$ cat src/rtl/ldpc_encoder.sv
// Bit-serial systematic (12,4) LDPC encoder: one parity bit per cycle, registered codeword out.
// Optional syndrome self-check stage and chk_err port: define LDPC_ENC_SELFCHECK_EN.
module ldpc_encoder (
    input  logic        clk,
    input  logic        rst,
    input  logic        msg_valid,
    input  logic [3:0]  msg,
    output logic        busy,
    output logic [11:0] code,
    output logic        tx_en
`ifdef LDPC_ENC_SELFCHECK_EN
    ,
    output logic        chk_err
`endif
);

`ifdef LDPC_ENC_SELFCHECK_EN
    typedef enum logic [1:0] {IDLE, CALC, CHECK, DONE} state_t;
`else
    typedef enum logic [1:0] {IDLE, CALC, DONE} state_t;
`endif

    state_t      state_q, state_d;
    logic [3:0]  msg_q, msg_d;
    logic [2:0]  idx_q, idx_d;
    logic [7:0]  parity_q, parity_d;
    logic        last_q, last_d;
    logic        busy_q, busy_d;
    logic        tx_en_q, tx_en_d;
    logic [11:0] code_q, code_d;
    logic        pbit;
    logic [11:0] cw;

    // parity_q[0..7] holds c3,c5,c6,c7,c8,c9,c10,c11
    assign cw = {parity_q[7:1], msg_q[3], parity_q[0], msg_q[2:0]};

    always_comb begin
        pbit = 1'b0;
        case (idx_q)
            3'd0: pbit = msg_q[2] ^ msg_q[1] ^ msg_q[0];
            3'd1: pbit = msg_q[2] ^ msg_q[1] ^ msg_q[0];
            3'd2: pbit = msg_q[2];
            3'd3: pbit = msg_q[3] ^ msg_q[2] ^ msg_q[1];
            3'd4: pbit = msg_q[3] ^ msg_q[2] ^ msg_q[1];
            3'd5: pbit = msg_q[0];
            3'd6: pbit = msg_q[2] ^ msg_q[0];
            3'd7: pbit = msg_q[3] ^ msg_q[2] ^ msg_q[1];
        endcase
    end

`ifdef LDPC_ENC_SELFCHECK_EN
    logic err_q, err_d;
    logic chk_err_q, chk_err_d;
    logic row_bit;

    always_comb begin
        row_bit = 1'b0;
        case (idx_q)
            3'd0: row_bit = cw[9] ^ cw[6] ^ cw[3] ^ cw[1];
            3'd1: row_bit = cw[10] ^ cw[6] ^ cw[0];
            3'd2: row_bit = cw[10] ^ cw[5] ^ cw[1];
            3'd3: row_bit = cw[8] ^ cw[7] ^ cw[6] ^ cw[2];
            3'd4: row_bit = cw[8] ^ cw[4] ^ cw[3] ^ cw[0];
            3'd5: row_bit = cw[11] ^ cw[7];
            3'd6: row_bit = cw[11] ^ cw[9] ^ cw[5] ^ cw[4];
            3'd7: row_bit = cw[10] ^ cw[9] ^ cw[2];
        endcase
    end
`endif

    always_comb begin
        state_d  = state_q;
        msg_d    = msg_q;
        idx_d    = idx_q;
        parity_d = parity_q;
        last_d   = last_q;
        busy_d   = busy_q;
        tx_en_d  = 1'b0;
        code_d   = code_q;
`ifdef LDPC_ENC_SELFCHECK_EN
        err_d     = err_q;
        chk_err_d = chk_err_q;
`endif
        case (state_q)
            IDLE: begin
                if (msg_valid) begin
                    msg_d    = msg;
                    idx_d    = '0;
                    parity_d = '0;
                    last_d   = 1'b0;
                    busy_d   = 1'b1;
                    state_d  = CALC;
`ifdef LDPC_ENC_SELFCHECK_EN
                    err_d    = 1'b0;
`endif
                end
            end
            CALC: begin
                // last_q adds one settle cycle after c11, giving the 10-edge accept-to-tx_en latency
                if (last_q) begin
                    last_d = 1'b0;
                    idx_d  = '0;
`ifdef LDPC_ENC_SELFCHECK_EN
                    state_d = CHECK;
`else
                    state_d = DONE;
`endif
                end else begin
                    parity_d[idx_q] = pbit;
                    idx_d           = idx_q + 3'd1;
                    last_d          = (idx_q == 3'd7);
                end
            end
`ifdef LDPC_ENC_SELFCHECK_EN
            CHECK: begin
                err_d = err_q | row_bit;
                idx_d = idx_q + 3'd1;
                if (idx_q == 3'd7) state_d = DONE;
            end
`endif
            DONE: begin
                code_d  = cw;
                tx_en_d = 1'b1;
                busy_d  = 1'b0;
                state_d = IDLE;
`ifdef LDPC_ENC_SELFCHECK_EN
                chk_err_d = err_q;
`endif
            end
            default: state_d = IDLE;
        endcase
    end

    always_ff @(posedge clk) begin
        if (rst) begin
            state_q  <= IDLE;
            msg_q    <= '0;
            idx_q    <= '0;
            parity_q <= '0;
            last_q   <= 1'b0;
            busy_q   <= 1'b0;
            tx_en_q  <= 1'b0;
            code_q   <= '0;
`ifdef LDPC_ENC_SELFCHECK_EN
            err_q     <= 1'b0;
            chk_err_q <= 1'b0;
`endif
        end else begin
            state_q  <= state_d;
            msg_q    <= msg_d;
            idx_q    <= idx_d;
            parity_q <= parity_d;
            last_q   <= last_d;
            busy_q   <= busy_d;
            tx_en_q  <= tx_en_d;
            code_q   <= code_d;
`ifdef LDPC_ENC_SELFCHECK_EN
            err_q     <= err_d;
            chk_err_q <= chk_err_d;
`endif
        end
    end

    assign busy  = busy_q;
    assign tx_en = tx_en_q;
    assign code  = code_q;
`ifdef LDPC_ENC_SELFCHECK_EN
    assign chk_err = chk_err_q;
`endif

endmodule

$ cat config.mk
export PLATFORM = sky130hd
export DESIGN_NAME = ldpc_encoder
export DESIGN_NICKNAME = d
export VERILOG_FILES = /design/src/rtl/ldpc_encoder.sv
export SDC_FILE = /design/constraint.sdc
export NUM_CORES = 1
export LEC_CHECK = 0
export CAP_MARGIN = 10
export CORE_MARGIN = 8
export CORE_UTILIZATION = 45
export DETAILED_ROUTE_END_ITERATION = 6
export HOLD_SLACK_MARGIN = 0.1
export PLACE_DENSITY_LB_ADDON = 0.3
export SLEW_MARGIN = 20
export SYNTH_ARGS = -nofsm -noshare
export SYNTH_HDL_FRONTEND = slang
export SYNTH_SLANG_ARGS = --single-unit
$ cat constraint.sdc
create_clock -name clk -period 2.1 [get_ports clk]
set_input_delay 0.42 -clock clk [delete_from_list [all_inputs] [get_ports clk]]
set_output_delay 0.42 -clock clk [all_outputs]
set_load 0.01 [all_outputs]
==> results of run 1 <==
==> logic make-up after synthesis <==
logic type,count (synthesis)
buffers and inverters,17
AO/OA/AOI/OAI,45
XOR/XNOR,4
flip-flops,32
multiplexers,1
AND/OR/NAND/NOR,76
adder cells (fa/ha/maj),5
==> worst reg2reg max path, delay by kind of cell, from the launching register on <==
kind | cells | cell delay, ns
adder cells (fa/ha/maj) | 1 | 0.26
XOR/XNOR | 1 | 0.14
flip-flops | 1 | 0.56
AND/OR/NAND/NOR | 1 | 0.11
buffers and inverters | 1 | 0.17
AO/OA/AOI/OAI | 2 | 0.58
==> power groups by stage <==
stage / clock network (W) / logic (W) / registers (W)
after floorplan: 0 / 0.0000867 / 0.000642
after global placement: 0 / 0.000107 / 0.000648
after detailed placement: 0 / 0.000111 / 0.000649
after CTS: 0.000544 / 0.000111 / 0.000635
after global routing: 0.000568 / 0.000125 / 0.000638
final: 0.000529 / 0.000112 / 0.000635
==> cell type report <==
class	instances	area share
clock buffer	7	0.0366
clock inverter	1	0.0169
inverter	5	0.0106
multi-input combinational	131	0.424
sequential	32	0.360
tap	44	0.0310
timing repair buffer	22	0.121
==> metrics by stage <==
step / total power [W] / hold WS, ns / instances / area (um^2)
2_1_floorplan: 0.000729 / 0.427 / 180 / 1470
3_3_place_gp: 0.000755 / 0.437 / 234 / 1680
3_5_place_dp: 0.000760 / 0.440 / 234 / 1680
4_1_cts: 0.00129 / 0.456 / 242 / 1780
5_1_grt: 0.00133 / 0.476 / 242 / 1780
6_report: 0.00128 / 0.454 / 242 / 1780
==> how the worst min path moves through the flow <==
stage | cells after the start | start | end | slack (ns)
2_1_floorplan | 2 | parity_q[1] | code[5] | 0.43
3_3_place_gp | 2 | parity_q[2] | code[6] | 0.44
3_5_place_dp | 2 | parity_q[2] | code[6] | 0.44
4_1_cts | 2 | parity_q[2] | code[6] | 0.46
5_1_grt | 2 | code[6] | code[6] | 0.48
6_report | 2 | parity_q[2] | code[6] | 0.45
==> sequential cells by signal (all words and copies together) (netlist names) <==
name / cells
code: 12
parity_q: 8
msg_q: 4
idx_q: 3
state_q: 2
busy: 1
last_q: 1
tx_en: 1
==> routing by layer <==
metal  GRT usage  vias up  part of all wire
li1            -      648                 -
met2       0.211       30              0.48
met4      0.0467        0             0.016
met3      0.0508        6             0.068
met5           0        -                 0
met1       0.154      582              0.44
==> cell usage in the layout, fill, tap and decap left out, drive strengths merged, types with 3 or more instances in the layout <==
cell type	n
clkdlybuf4s50	20
inv	5
o21ai	4
ha	5
nor2b	4
xnor2	3
or3	5
nand3b	4
o32ai	4
a21oi	27
nand3	8
nand2b	9
dfxtp	32
clkbuf	7
nor2	6
nand2	35
==> flow_summary.toml, run 1 <==
[cells_and_area]
antenna_cells = 0
final_util = 0.578
fin_nets = 209
multiInputGateArea_um2 = 753
seqCellArea_um2 = 641
drive_gt1_frac = 0.0556
nFillCells = 299
syn2layout_area_growth_pct = 21.2

[placed_design]
dp_hpwl_um = 2280
place_ws_ns = 0.198
gp_congestion = 0.794
port_buffers = 20

[logic_synthesis]
synthAdderAreaFrac = 0.0427
yosys.area.top_type = "dfxtp_1"
netlist_area_um2 = 1470
synth_edf_count = 0
synth.top_cell.area_share = 0.437
yosys_warnings = 0
ys_seq_area_frac = 0.437
syn_nets = 192
synth-xor-area-share = 0.0239
yosys.cell_types.count = 31
synth-simple-area-share = 0.254
synthTopCellsByArea = "dfxtp_1 44%, a21oi_1 9.2%, nand2_1 9.0%"
synthCells = 180
synth_top_family_by_area = "simple AND/OR/NAND/NOR gates"
synthTopCellsByCount = "35 x nand2_1, 32 x dfxtp_1, 27 x a21oi_1"
avgSynthCellArea_um2 = 8.15
synth.most_common_cell = "nand2_1"
synth_compound_area_frac = 0.186
muxShareOfSynthArea = 0.00683
async_reset_ff_frac = 0
ys_ff_latch = 32
synth_ff_type = "dfxtp_1"

[routing]
route.detailed.drc = 0
viasPerCell = 5.23
ant_nets = 0
wl_um = 3170
detail_route.wl_per_cell_um = 13.1
dr.first_iter.drc_count = 84
firstDrtPassIters = 4
vias = 1266

[min_path]
min-delay-path-class = "reg2reg"

[grt]
grt_pass1_vias = 1214
grt_usage = 0.131
grt_pass1_wl_um = 5540
grt_max_degree = 33
grt.overflow.total = 0
antenna_found_initial = 0

[floorplanning]
die_w_um = 73.1
die-area_um2 = 5340
die_h_um = 73.1
rows = 20
io_pins = 21
core_area_um2 = 3080
initial_core_util = 0.476

[cts]
h-tree-depth = 2
numCtsBuffers = 5
clk_pin_slew_ns = 0.11
cts_setup_buffers = 0
cts_sinks = 32
insertion_delay_ns = 0.34
cts.path.max_buffers = 2
ctsResizeCount = 0
cts_hold_buf = 0
cts_tree = "built"
cts-root-buf = "clkbuf_4"

[power_and_ir_drop]
sw_frac_of_total = 0.231
ir_drop_v = 0.000415
power_frac_comb = 0.088
power.internal_w = 0.000982
clkPwrFrac = 0.414
power_density_nw_per_um2 = 718
leakage_nw = 0.606
switchingPower_w = 0.000294
power_frac_seq = 0.498

[sta]
maxSlewHeadroom = 0.685
fmax_mhz = 530
rsz0062_at_grt = "no"
fin_ws_ns = 0.212
worst_slew_pin_slew_ns = 0.472
fin_skew_ns = 0.0145
fin_setup_tns_ns = 0
drv_slew = 0
min_period_over_period = 0.899
setup_viol_count_final = 0
fin_crit_ns = 1.89
hold_viol_final = 0

[worst_setup_path]
endpoint = "parity_q[2]"
cp_num_buf_inv = 1
critical_path.startpoint = "idx_q[0]"
r2r_start = "idx_q[0]"
critPathArrivalTime_ns = 2.13
worst_path_max_delay_cell = "dfxtp_1"
cp_max_fo = 13
crit_family = "flip-flops"
critPathMaxStageDelay_ns = 0.56
worstReg2RegEnd = "parity_q[2]"
worst-r2r-setup-slack_ns = 0.21
worstPathRequired_ns = 2.34
reg2regPathDepth = 6
worstSetupStartpointType = "register"
critical_path_class = "reg2reg"
worstSetupPathDepth = 6
crit_path_cell_trace = "inv_1, ha_1, a21boi_1, xnor2_1, nor2_1, o41ai_1"
critPathCaptureType = "register"

[run_status]
status = "completed"

[run]
maxCapViolCount = 0
No activity file was read; power rests on OpenSTA's default activity.
==> run 2, diff against run 1 <==
==> constraint.sdc (replaced) <==
create_clock -name clk -period 2.1 [get_ports clk]
set_input_delay 0.21 -clock clk [delete_from_list [all_inputs] [get_ports clk]]
set_output_delay 0.21 -clock clk [all_outputs]
set_load 0.01 [all_outputs]
==> flow_summary.toml, run 2 (same netlist as run 1, synthesis figures left out) <==
[run_status]
status = "completed"

[power_and_ir_drop]
ir_drop_v = 0.000335
leakage_nw = 0.597
power_density_nw_per_um2 = 684
p_total_w = 0.00120

[placed_design]
dpl_cell_area_um2 = 1680
place_ws_ns = 0.248
port_buffers = 20
gp_congestion = 0.884
dp_hpwl_um = 2390

[floorplanning]
die_w_um = 73.1
die-area_um2 = 5340
die_h_um = 73.1
io_pins = 21
initial_core_util = 0.476
rows = 20
core_area_um2 = 3080

[routing]
viasPerCell = 5.24
dr.first_iter.drc_count = 91
route.detailed.drc = 0
detail_route.wl_per_cell_um = 13.4
wl_um = 3240
firstDrtPassIters = 4
vias = 1267
ant_nets = 0

[grt]
grt_pass1_vias = 1236
grt.overflow.total = 0
grt_pass1_wl_um = 5560
grt_usage = 0.134
antenna_found_initial = 0
grt_max_degree = 33

[sta]
fin_crit_ns = 1.87
fin_ws_ns = 0.232
rsz0062_at_grt = "no"
drv_slew = 0
maxSlewHeadroom = 0.688
fin_skew_ns = 0.00453
fmax_mhz = 535
worst_slew_pin_slew_ns = 0.468
min_period_over_period = 0.889
fin_setup_tns_ns = 0
hold_viol_final = 0
setup_viol_count_final = 0
hold_slack_ns = 0.422

[cts]
cts-root-buf = "clkbuf_4"
insertion_delay_ns = 0.33
clk_pin_slew_ns = 0.10
ctsResizeCount = 0
cts.path.max_buffers = 2
cts_tree = "built"
cts_sinks = 32
cts_hold_buf = 0
numCtsBuffers = 5
cts_setup_buffers = 0
h-tree-depth = 2

[cells_and_area]
drive_gt1_frac = 0.0505
largest_reg_flops = 12
final_area_um2 = 1760
multiInputGateArea_um2 = 753
antenna_cells = 0
nFillCells = 320
seqCellArea_um2 = 641
final_cell_mix = "35 x nand2_1, 32 x dfxtp_1, 27 x a21oi_1"
syn2layout_area_growth_pct = 20.0
final_common_cell = "nand2_1"
fin_nets = 209

[min_path]
holdPathStages = 3
hp-start = "msg[0]"
min-delay-path-class = "in2reg"
hold_end = "msg_q[0]"

[run]
maxCapViolCount = 0

[worst_setup_path]
worst-r2r-setup-slack_ns = 0.23
worstSetupStartpointType = "register"
critPathArrivalTime_ns = 2.10
reg2regPathDepth = 6
critical_path_class = "reg2reg"
critPathCaptureType = "register"
r2r_start = "idx_q[0]"
cp_max_fo = 13
worstPathRequired_ns = 2.33
worstReg2RegEnd = "parity_q[2]"
[run 2: cell count changes in the layout (fill, tap and decap cells not counted), sizes merged]
cell,before,now
clkbuf,7,6
clkinv,0,1
[run 2: area by class of cell]
class	instances	share of cell area
Inverter	5	0.0107
Tap cell	44	0.0313
Clock inverter	2	0.0199
Sequential cell	32	0.364
Multi-Input combinational cell	131	0.428
Clock buffer	6	0.0235
Timing Repair Buffer	22	0.122
[run 2: metrics by stage]
step                cells  utilization
floorplan             180            -
global placement      234        0.547
detailed placement    234        0.547
CTS                   242        0.572
global route          242        0.572
finish                242        0.572
[run 2: worst max-delay path by stage]
stage                        start          end  cells after the start
after floorplan           idx_q[0]  parity_q[0]                      7
after global placement    idx_q[0]  parity_q[0]                      6
after detailed placement  idx_q[0]  parity_q[2]                      6
after CTS                 idx_q[0]  parity_q[2]                      6
after global routing      idx_q[0]  parity_q[2]                      6
final                     idx_q[0]  parity_q[2]                      6
[run 2: per-layer routing]
layer | vias to the layer above | track usage | wire, um
li1 | 645 | - | -
met1 | 566 | 0.142 | 1400
met2 | 48 | 0.218 | 1530
met3 | 8 | 0.0549 | 245
met4 | 0 | 0.0756 | 59
met5 | - | 0 | 0
[run 2: critical path: stages (launching register included)]
cell,delay [ns]
dfxtp_1,0.56
inv_1,0.16
ha_1,0.26
a21boi_1,0.20
xnor2_1,0.13
nor2_1,0.09
o41ai_1,0.36
[run 2: report_power, final]
part | internal, W | switching [W] | total, W
sequential | 0.000618 | 0.0000169 | 0.000635
clock | 0.000249 | 0.000207 | 0.000456
combinational | 0.0000473 | 0.0000649 | 0.000112
==> run 3, diff against run 2 <==
Settings changed: ABC_AREA from default to 1, SLEW_MARGIN 20 to 10.
==> flow_summary.toml, run 3 <==
[logic_synthesis]
synth_edf_count = 0
synth.top_cell.area_share = 0.433
yosys.cell_types.count = 22
async_reset_ff_frac = 0
yosys_warnings = 0
synth_ff_type = "dfxtp_1"
ys_seq_area_frac = 0.433
netlist_area_um2 = 1480
yosys.area.top_type = "dfxtp_1"
avgSynthCellArea_um2 = 7.19
synthTopCellsByCount = "59 x nand2_1, 32 x dfxtp_1, 32 x nand3_1"
syn_nets = 218
synthCells = 206
synthTopCellsByArea = "dfxtp_1 43%, nand2_1 15%, nand3_1 11%"
ys_ff_latch = 32
synth.most_common_cell = "nand2_1"

[worst_setup_path]
cpMostUsedCell = "nand3_1"
critPathMaxStageDelay_ns = 0.47
worstReg2RegEnd = "parity_q[4]"
worst_path_max_delay_cell = "dfxtp_1"
r2r_start = "idx_q[0]"
worstPathRequired_ns = 2.36
critical_path_class = "reg2reg"
cp_max_fo = 8
cp_num_buf_inv = 2
crit_path_cell_trace = "inv_1, ha_1, nand2_1, inv_1, nand2_1, nand3_1, nand3_1, nand3_1, a21oi_1"
critPathCaptureType = "register"
worstSetupStartpointType = "register"
crit_family = "simple AND/OR/NAND/NOR gates"
critPathArrivalTime_ns = 2.06
worst-r2r-setup-slack_ns = 0.29
reg2regPathDepth = 9

[placed_design]
dp_hpwl_um = 2170
gp_congestion = 0.885
port_buffers = 20
place_ws_ns = 0.308

[run]
maxCapViolCount = 0

[power_and_ir_drop]
power_density_nw_per_um2 = 649
clkPwrFrac = 0.332
power_frac_comb = 0.117
power_frac_seq = 0.551
ir_drop_v = 0.000347
switchingPower_w = 0.000296
sw_frac_of_total = 0.257
power.internal_w = 0.000857
p_total_w = 0.00115
leakage_nw = 0.724

[floorplanning]
rows = 21
io_pins = 21
initial_core_util = 0.454
core_area_um2 = 3260
die-area_um2 = 5380
die_w_um = 73.4
die_h_um = 73.4

[routing]
wl_um = 3020
vias = 1303
detail_route.wl_per_cell_um = 11.0
route.detailed.drc = 0
viasPerCell = 4.76
ant_nets = 0
firstDrtPassIters = 4
dr.first_iter.drc_count = 64

[cts]
ctsResizeCount = 0
insertion_delay_ns = 0.33
cts_hold_buf = 0
numCtsBuffers = 5
cts.path.max_buffers = 2
cts-root-buf = "clkbuf_4"
cts_tree = "built"
cts_sinks = 32
clk_pin_slew_ns = 0.09
h-tree-depth = 2
cts_setup_buffers = 0

[cells_and_area]
largest_reg_flops = 12
syn2layout_area_growth_pct = 19.9
final_cell_mix = "59 x nand2_1, 32 x nand3_1, 32 x dfxtp_1"
final_common_cell = "nand2_1"
drive_gt1_frac = 0.0921
antenna_cells = 0
fin_nets = 240

[run_status]
status = "completed"

[grt]
grt_max_degree = 17
grt_pass1_wl_um = 5040
grt_pass1_vias = 1165
antenna_found_initial = 0
grt.overflow.total = 0
grt_usage = 0.117

[sta]
hold_viol_final = 0
fin_setup_tns_ns = 0
maxSlewHeadroom = 0.677
fin_ws_ns = 0.291
min_period_over_period = 0.861
fin_crit_ns = 1.81
fin_skew_ns = 0.00575
worst_slew_pin_slew_ns = 0.485
fmax_mhz = 553
drv_slew = 0
rsz0062_at_grt = "no"
setup_viol_count_final = 0

[min_path]
hold_end = "code[7]"
hp-start = "parity_q[3]"
min-delay-path-class = "reg2reg"
holdPathStages = 2
run 3: changes by cell type in the layout (fill, tap and decap cells not counted), sizes merged, moves of 5 or more:
cell	delta
nand2	+27
nand3	+24
inv	+13
or3	-5
a21oi	-9
nand2b	-9
o21ai	+8
nor2	+9
run 3: worst reg2reg max path, stage by stage, from the launching register on:
cell	delay, ns
dfxtp_1	0.47
inv_1	0.18
ha_1	0.26
nand2_1	0.11
inv_1	0.07
nand2_1	0.05
nand3_1	0.08
nand3_1	0.25
nand3_1	0.11
a21oi_1	0.15
run 3: metal layers:
| layer | vias up | GRT usage | part of all wire |
|---|---|---|---|
| met5 | - | 0 | 0 |
| met4 | 0 | 0.0599 | 0.022 |
| met3 | 8 | 0.0286 | 0.055 |
| met2 | 28 | 0.185 | 0.43 |
| met1 | 554 | 0.142 | 0.49 |
| li1 | 713 | - | - |
run 3: worst max path at each step:
stage          startpoint           to  slack (ns)  depth (start not counted)
4_1_cts          idx_q[0]  parity_q[4]        0.29                          9
3_5_place_dp     idx_q[0]  parity_q[4]        0.31                          9
6_report         idx_q[0]  parity_q[4]        0.29                          9
2_1_floorplan    idx_q[0]  parity_q[0]        0.58                          9
3_3_place_gp     idx_q[0]  parity_q[0]        0.39                          9
5_1_grt          idx_q[0]  parity_q[1]        0.06                          9
run 3: cell families (layout without fill, tap and decap cells):
group / Yosys count / count (layout) / synth area share
flops: 32 / 32 / 0.433
buf+inv: 25 / 47 / 0.0744
compound gates: 31 / 31 / 0.109
fa+ha+maj: 5 / 5 / 0.0423
simple gates: 113 / 113 / 0.342
run 3: per-stage QoR:
| stage | util | hold slack (ns) | cell area, um^2 | instances |
|---|---|---|---|---|
| 4_1_cts | 0.545 | 0.452 | 1780 | 274 |
| 5_1_grt | 0.545 | 0.470 | 1780 | 274 |
| 3_5_place_dp | 0.525 | 0.433 | 1710 | 267 |
| 3_3_place_gp | 0.525 | 0.430 | 1710 | 267 |
| 2_1_floorplan | - | 0.400 | 1480 | 206 |
| 6_report | 0.545 | 0.448 | 1780 | 274 |
run 3: area by class of cell:
type,instances,area (um^2)
timing repair buffer,22,215
clock buffer,7,65.1
multi-input combinational,149,729
tap,46,57.6
fill,326,1480
sequential,32,641
inverter,18,67.6
run 3: power by group through the flow:
| stage | clock network, W | logic (W) | registers (W) |
|---|---|---|---|
| final | 0.000383 | 0.000135 | 0.000635 |
| after global routing | 0.000419 | 0.000153 | 0.000638 |
| after CTS | 0.000394 | 0.000136 | 0.000634 |
| after detailed placement | 0 | 0.000135 | 0.000649 |
| after global placement | 0 | 0.000134 | 0.000649 |
| after floorplan | 0 | 0.000102 | 0.000647 |
==> patch 1 (settings of run 1) <==
The option `LDPC_ENC_SELFCHECK_EN` is turned on by a define.
--- a/src/rtl/ldpc_encoder.sv
+++ b/src/rtl/ldpc_encoder.sv
@@ -1,5 +1,7 @@
 // Bit-serial systematic (12,4) LDPC encoder: one parity bit per cycle, registered codeword out.
 // Optional syndrome self-check stage and chk_err port: define LDPC_ENC_SELFCHECK_EN.
+`define LDPC_ENC_SELFCHECK_EN
+
 module ldpc_encoder (
     input  logic        clk,
     input  logic        rst,
Behaviour (old outputs only; new: chk_err): no difference found for any inputs over 10 cycles, from zero or initial values and one cycle with rst high; that may be too few to reach the edited logic, so the function may still have changed.
==> patch 1 against run 1 <==
  * Area after synthesis grew 31%
  * Non-clock buffer count grew 7
  * Wire length grew 25%
  * Highest routed layer unchanged
  * Utilization shrank 2.5 points
  * Worst setup slack lost 0.054 ns
  * Design area grew 26%
  * Total power grew 49%
  * Count of clock-buffer cells in the layout shrank 2
  * Sequential cell count grew 2
  * Final cell count grew 20%
==> patch 1: results (changes against run 1) <==
GRT
  • First-pass GRT wire length: 6817 um (+23%)
  • Initial antenna violation count: 0 (unchanged)
  • Global-route usage over all layers: 0.1319 (+0.0006438)
  • Largest net degree at the start of global routing: 27 (-18%)
  • Vias in the first global route: 1,488 (+23%)

Logic synthesis
  • Post-Syn Nets: 238 (+24%)
  • Top_reg_cell synth: dfxtp_1
  • Register area share after synthesis: 0.3537 (-0.08315)
  • Post-synth ARST share: 0 (unchanged)
  • Syn. warnings: 0 (unchanged)
  • Post-synth cell types: 40 (+29%)
  • Synth top cells by count: dfxtp_1, nor2_1, a21oi_1
  • Synth area leaders: dfxtp_1, mux2i_1, ha_1
  • Syn Area/Cell: 8.747 um2 (+7.4%)

Critical path
  • Critical path's largest stage delay: 0.50 ns (-0.06 ns)
  • Worst-path fanout max: 10 (-3)
  • Crit path max-delay family: compound AO/OA/AOI/OAI gates
  • Slowest-stage cell, CP: dfxtp_1
  • Critical path arrival: 2.08 ns (-0.05 ns)

CTS
  • Clock latency at the later pin of the worst-skew pair: 0.28 ns (-0.06 ns)
  • # H-tree levels: 2 (unchanged)
  • Worst-path clk slew: 0.07 ns (-0.04 ns)
  • TritonCTS buffer count: 5 (unchanged)
  • CTS-repair resized insts: 0 (unchanged)
  • Post-CTS setup buffers: 0 (unchanged)
  • Clock Root Buffer: clkbuf_8

Place
  • I/O Buffers: 21 (+5.0%)
  • Placed cell area: 2163 um2 (+29%)
  • Gpl congestion: 0.8462 (+6.6%)
  • Placed cells: 283 (+21%)
  • DP HPWL: 2922 um (+28%)

Cells and area
  • Share of cells above drive strength 1: 0.1000 (+0.04444)
  • N_diodes: 0 (unchanged)
  • Max FFs per register: 12 (unchanged)
  • Nets: 258 (+23%)

Route
  • WL final: 3949 um (+25%)
  • Drt via density: 5.272 (+0.78%)
  • DR WL/cell: 13.62 um (+4.1%)
  • DRT iter0 DRCs: 115 (+37%)
  • 1st-pass router iterations: 4 (unchanged)

Flow run
  • Max_cap viols: 0 (unchanged)

Timing
  • Normalized max-slew margin: 0.6996 (+0.01494)
  • Clock skew: 0.004607 ns (-0.009907 ns)

Power and ir drop
  • Leakage Power: 0.8263 nW (+36%)
  • Max VDD drop: 587.3 uV (+41%)

Worst hold path
  • Hold Path Class: reg -> reg

Run status
  • Outcome: completed
-- patch 1: cell count changes in the layout (fill, tap and decap cells not counted), moves of 6 or more --
cell	delta
xnor2_1	+9
inv_1	+9
ha_1	+6
mux2i_1	+14
nand2b_1	-7
a21oi_1	-8
nor3_1	+7
nand3_1	+6
nand2_1	-21
nor2_1	+18
buf_4	+6
-- patch 1: cells by family after synthesis --
group,synth area share
AOI/OAI and AO/OA,0.1521
and+or+nand+nor,0.1710
DFF,0.3537
adders and majority gates,0.07152
buffers and inverters,0.07607
xor gates and xnor gates,0.09753
muxes,0.07802
-- patch 1: path summary, 6_finish.rpt --
path / depth (start not counted) / endpoint / slack, ns / startpoint
max: 6 / parity_q[6] / 0.16 / idx_q[1]
min: 2 / code[7] / 0.49 / code[7]
max reg2reg: 6 / parity_q[6] / 0.16 / idx_q[1]
min reg2reg: 2 / code[7] / 0.49 / code[7]
-- patch 1: stage by stage --
step                      power (mW)  worst slack, ns  hold WS [ns]
after floorplan                1.308           0.2836        0.4684
after global routing           2.069         0.003201        0.5337
after CTS                      1.927           0.1496        0.4986
final                          1.903           0.1572        0.4896
after global placement         1.472           0.2146        0.4707
after detailed placement       1.471           0.1607        0.4808
-- patch 1: worst register-to-register path, stage by stage, from the launching register on --
cell and delay [ns]:
dfxtp_1 0.50, ha_1 0.29, or2b_2 0.33, o211ai_1 0.15, o2111ai_2 0.15, o2111ai_2 0.21, o32ai_1 0.18
-- patch 1: layer usage --
metal / track usage / wire length [um] / up-vias / share of wire
li1: - / - / 797 / -
met1: 0.1702 / 1859 / 692 / 0.47
met5: 0 / 0 / - / 0
met4: 0.06429 / 80 / 0 / 0.020
met3: 0.03091 / 232 / 8 / 0.059
met2: 0.2013 / 1775 / 32 / 0.45
-- patch 1: power by group --
group          total (mW)  internal [mW]  switching (mW)
clock               0.445          0.222           0.223
combinational       0.699          0.299           0.400
sequential          0.759          0.693          0.0662
total                1.90           1.21           0.689
-- patch 1: layout make-up --
cell class | instances | area [um2]
inverter | 14 | 52.55
fill | 376 | 1815
multi-input combinational | 156 | 1097
sequential | 34 | 680.7
clock inverter | 2 | 10.01
tap | 50 | 62.56
timing repair buffer | 29 | 270.3
clock buffer | 5 | 68.82
==> patch 2 (settings of run 1) <==
Made on the original files. Register the output `code` once more, with the module's reset; this adds one clock of latency there. The other outputs are not delayed to match.
--- a/src/rtl/ldpc_encoder.sv
+++ b/src/rtl/ldpc_encoder.sv
@@ -163,7 +163,13 @@
 
     assign busy  = busy_q;
     assign tx_en = tx_en_q;
-    assign code  = code_q;
+    always_ff @(posedge clk) begin
+        if (rst) begin
+            code <= '0;
+        end else begin
+            code <= code_q;
+        end
+    end
 `ifdef LDPC_ENC_SELFCHECK_EN
     assign chk_err = chk_err_q;
 `endif
Function: no difference found for any inputs over 10 cycles, from zero or initial values and one cycle with rst high; that may be too few to reach the edited logic, so the function may still have changed.
==> patch 2 against run 1 <==
  * Synthesized cell count grew 12%
  * Total power grew 29%
  * Area after synthesis grew 27%
  * Fmax grew 2.7%
  * Worst setup slack gained 0.049 ns
  * Design area grew 20%
  * Wire length grew 2.4%
  * Sequential cell count grew 12
==> patch 2: results (changes against run 1) <==
Logic synthesis
  • Post-synth cell types: 34 (+9.7%)
  • Synth Area in Compound Gates: 0.1503 (-0.03574)
  • Proportion of synthesized area in mux cells: 0.005391 (-0.001435)
  • Synth top cells by count: dfxtp_1, nand2_1, a21oi_1
  • Register area share after synthesis: 0.4744 (+0.03753)

GRT
  • Vias in the first global route: 1,200 (-1.2%)
  • First-pass GRT wire length: 5451 um (-1.6%)
  • Met3 Use GR: 0.03683 (-0.01399)
  • Largest net degree at the start of global routing: 45 (+36%)
  • M1 GR Usage: 0.1243 (-0.02977)

Route
  • DRT iter0 DRCs: 112 (+33%)
  • DR WL/cell: 12.05 um (-7.9%)
  • WL final: 3242 um (+2.4%)
  • Drt via density: 5.134 (-1.9%)

Place
  • Pre-CTS setup slack: 0.2763 ns (+0.07817 ns)
  • Gpl congestion: 0.8480 (+6.8%)
  • DP HPWL: 2230 um (-2.4%)
  • Placed cells: 261 (+12%)

Power and ir drop
  • P_int: 1.260 mW (+28%)
  • Logic pwr share: 0.077 (-0.011)

CTS
  • Worst-path clk slew: 0.09 ns (-0.02 ns)
  • Clock latency at the later pin of the worst-skew pair: 0.30 ns (-0.04 ns)

Critical path
  • Critical path arrival: 2.03 ns (-0.10 ns)

Timing
  • Tightest Pin Transition: 0.4937 ns (+0.02144 ns)

Run status
  • Outcome: completed

Cells and area
  • Share of cells above drive strength 1: 0.09589 (+0.04033)
[patch 2: cell types whose count changed in the layout (fill, tap and decap cells not counted), sizes merged, moves of 2 or more]
cell	change
clkbuf	-2
and2b	+3
nor2b	+9
nand3b	+3
a221o	+2
nand2b	-2
dfxtp	+12
[patch 2: area by class of cell]
type | instances | share of cell area
repair buffers | 23 | 0.1043
multi-input cells | 140 | 0.3927
clock buffers | 5 | 0.03224
inverters | 4 | 0.007034
well taps | 50 | 0.02931
flip-flops and latches | 44 | 0.4127
clock inverters | 3 | 0.02169
[patch 2: final timing paths]
| path | from | endpoint | slack, ns | depth (start not counted) |
|---|---|---|---|---|
| max | idx_q[1] | parity_q[2] | 0.26 | 5 |
| min | parity_q[6] | code_q[10] | 0.45 | 2 |
| max reg2reg | idx_q[1] | parity_q[2] | 0.26 | 5 |
| min reg2reg | parity_q[6] | code_q[10] | 0.45 | 2 |
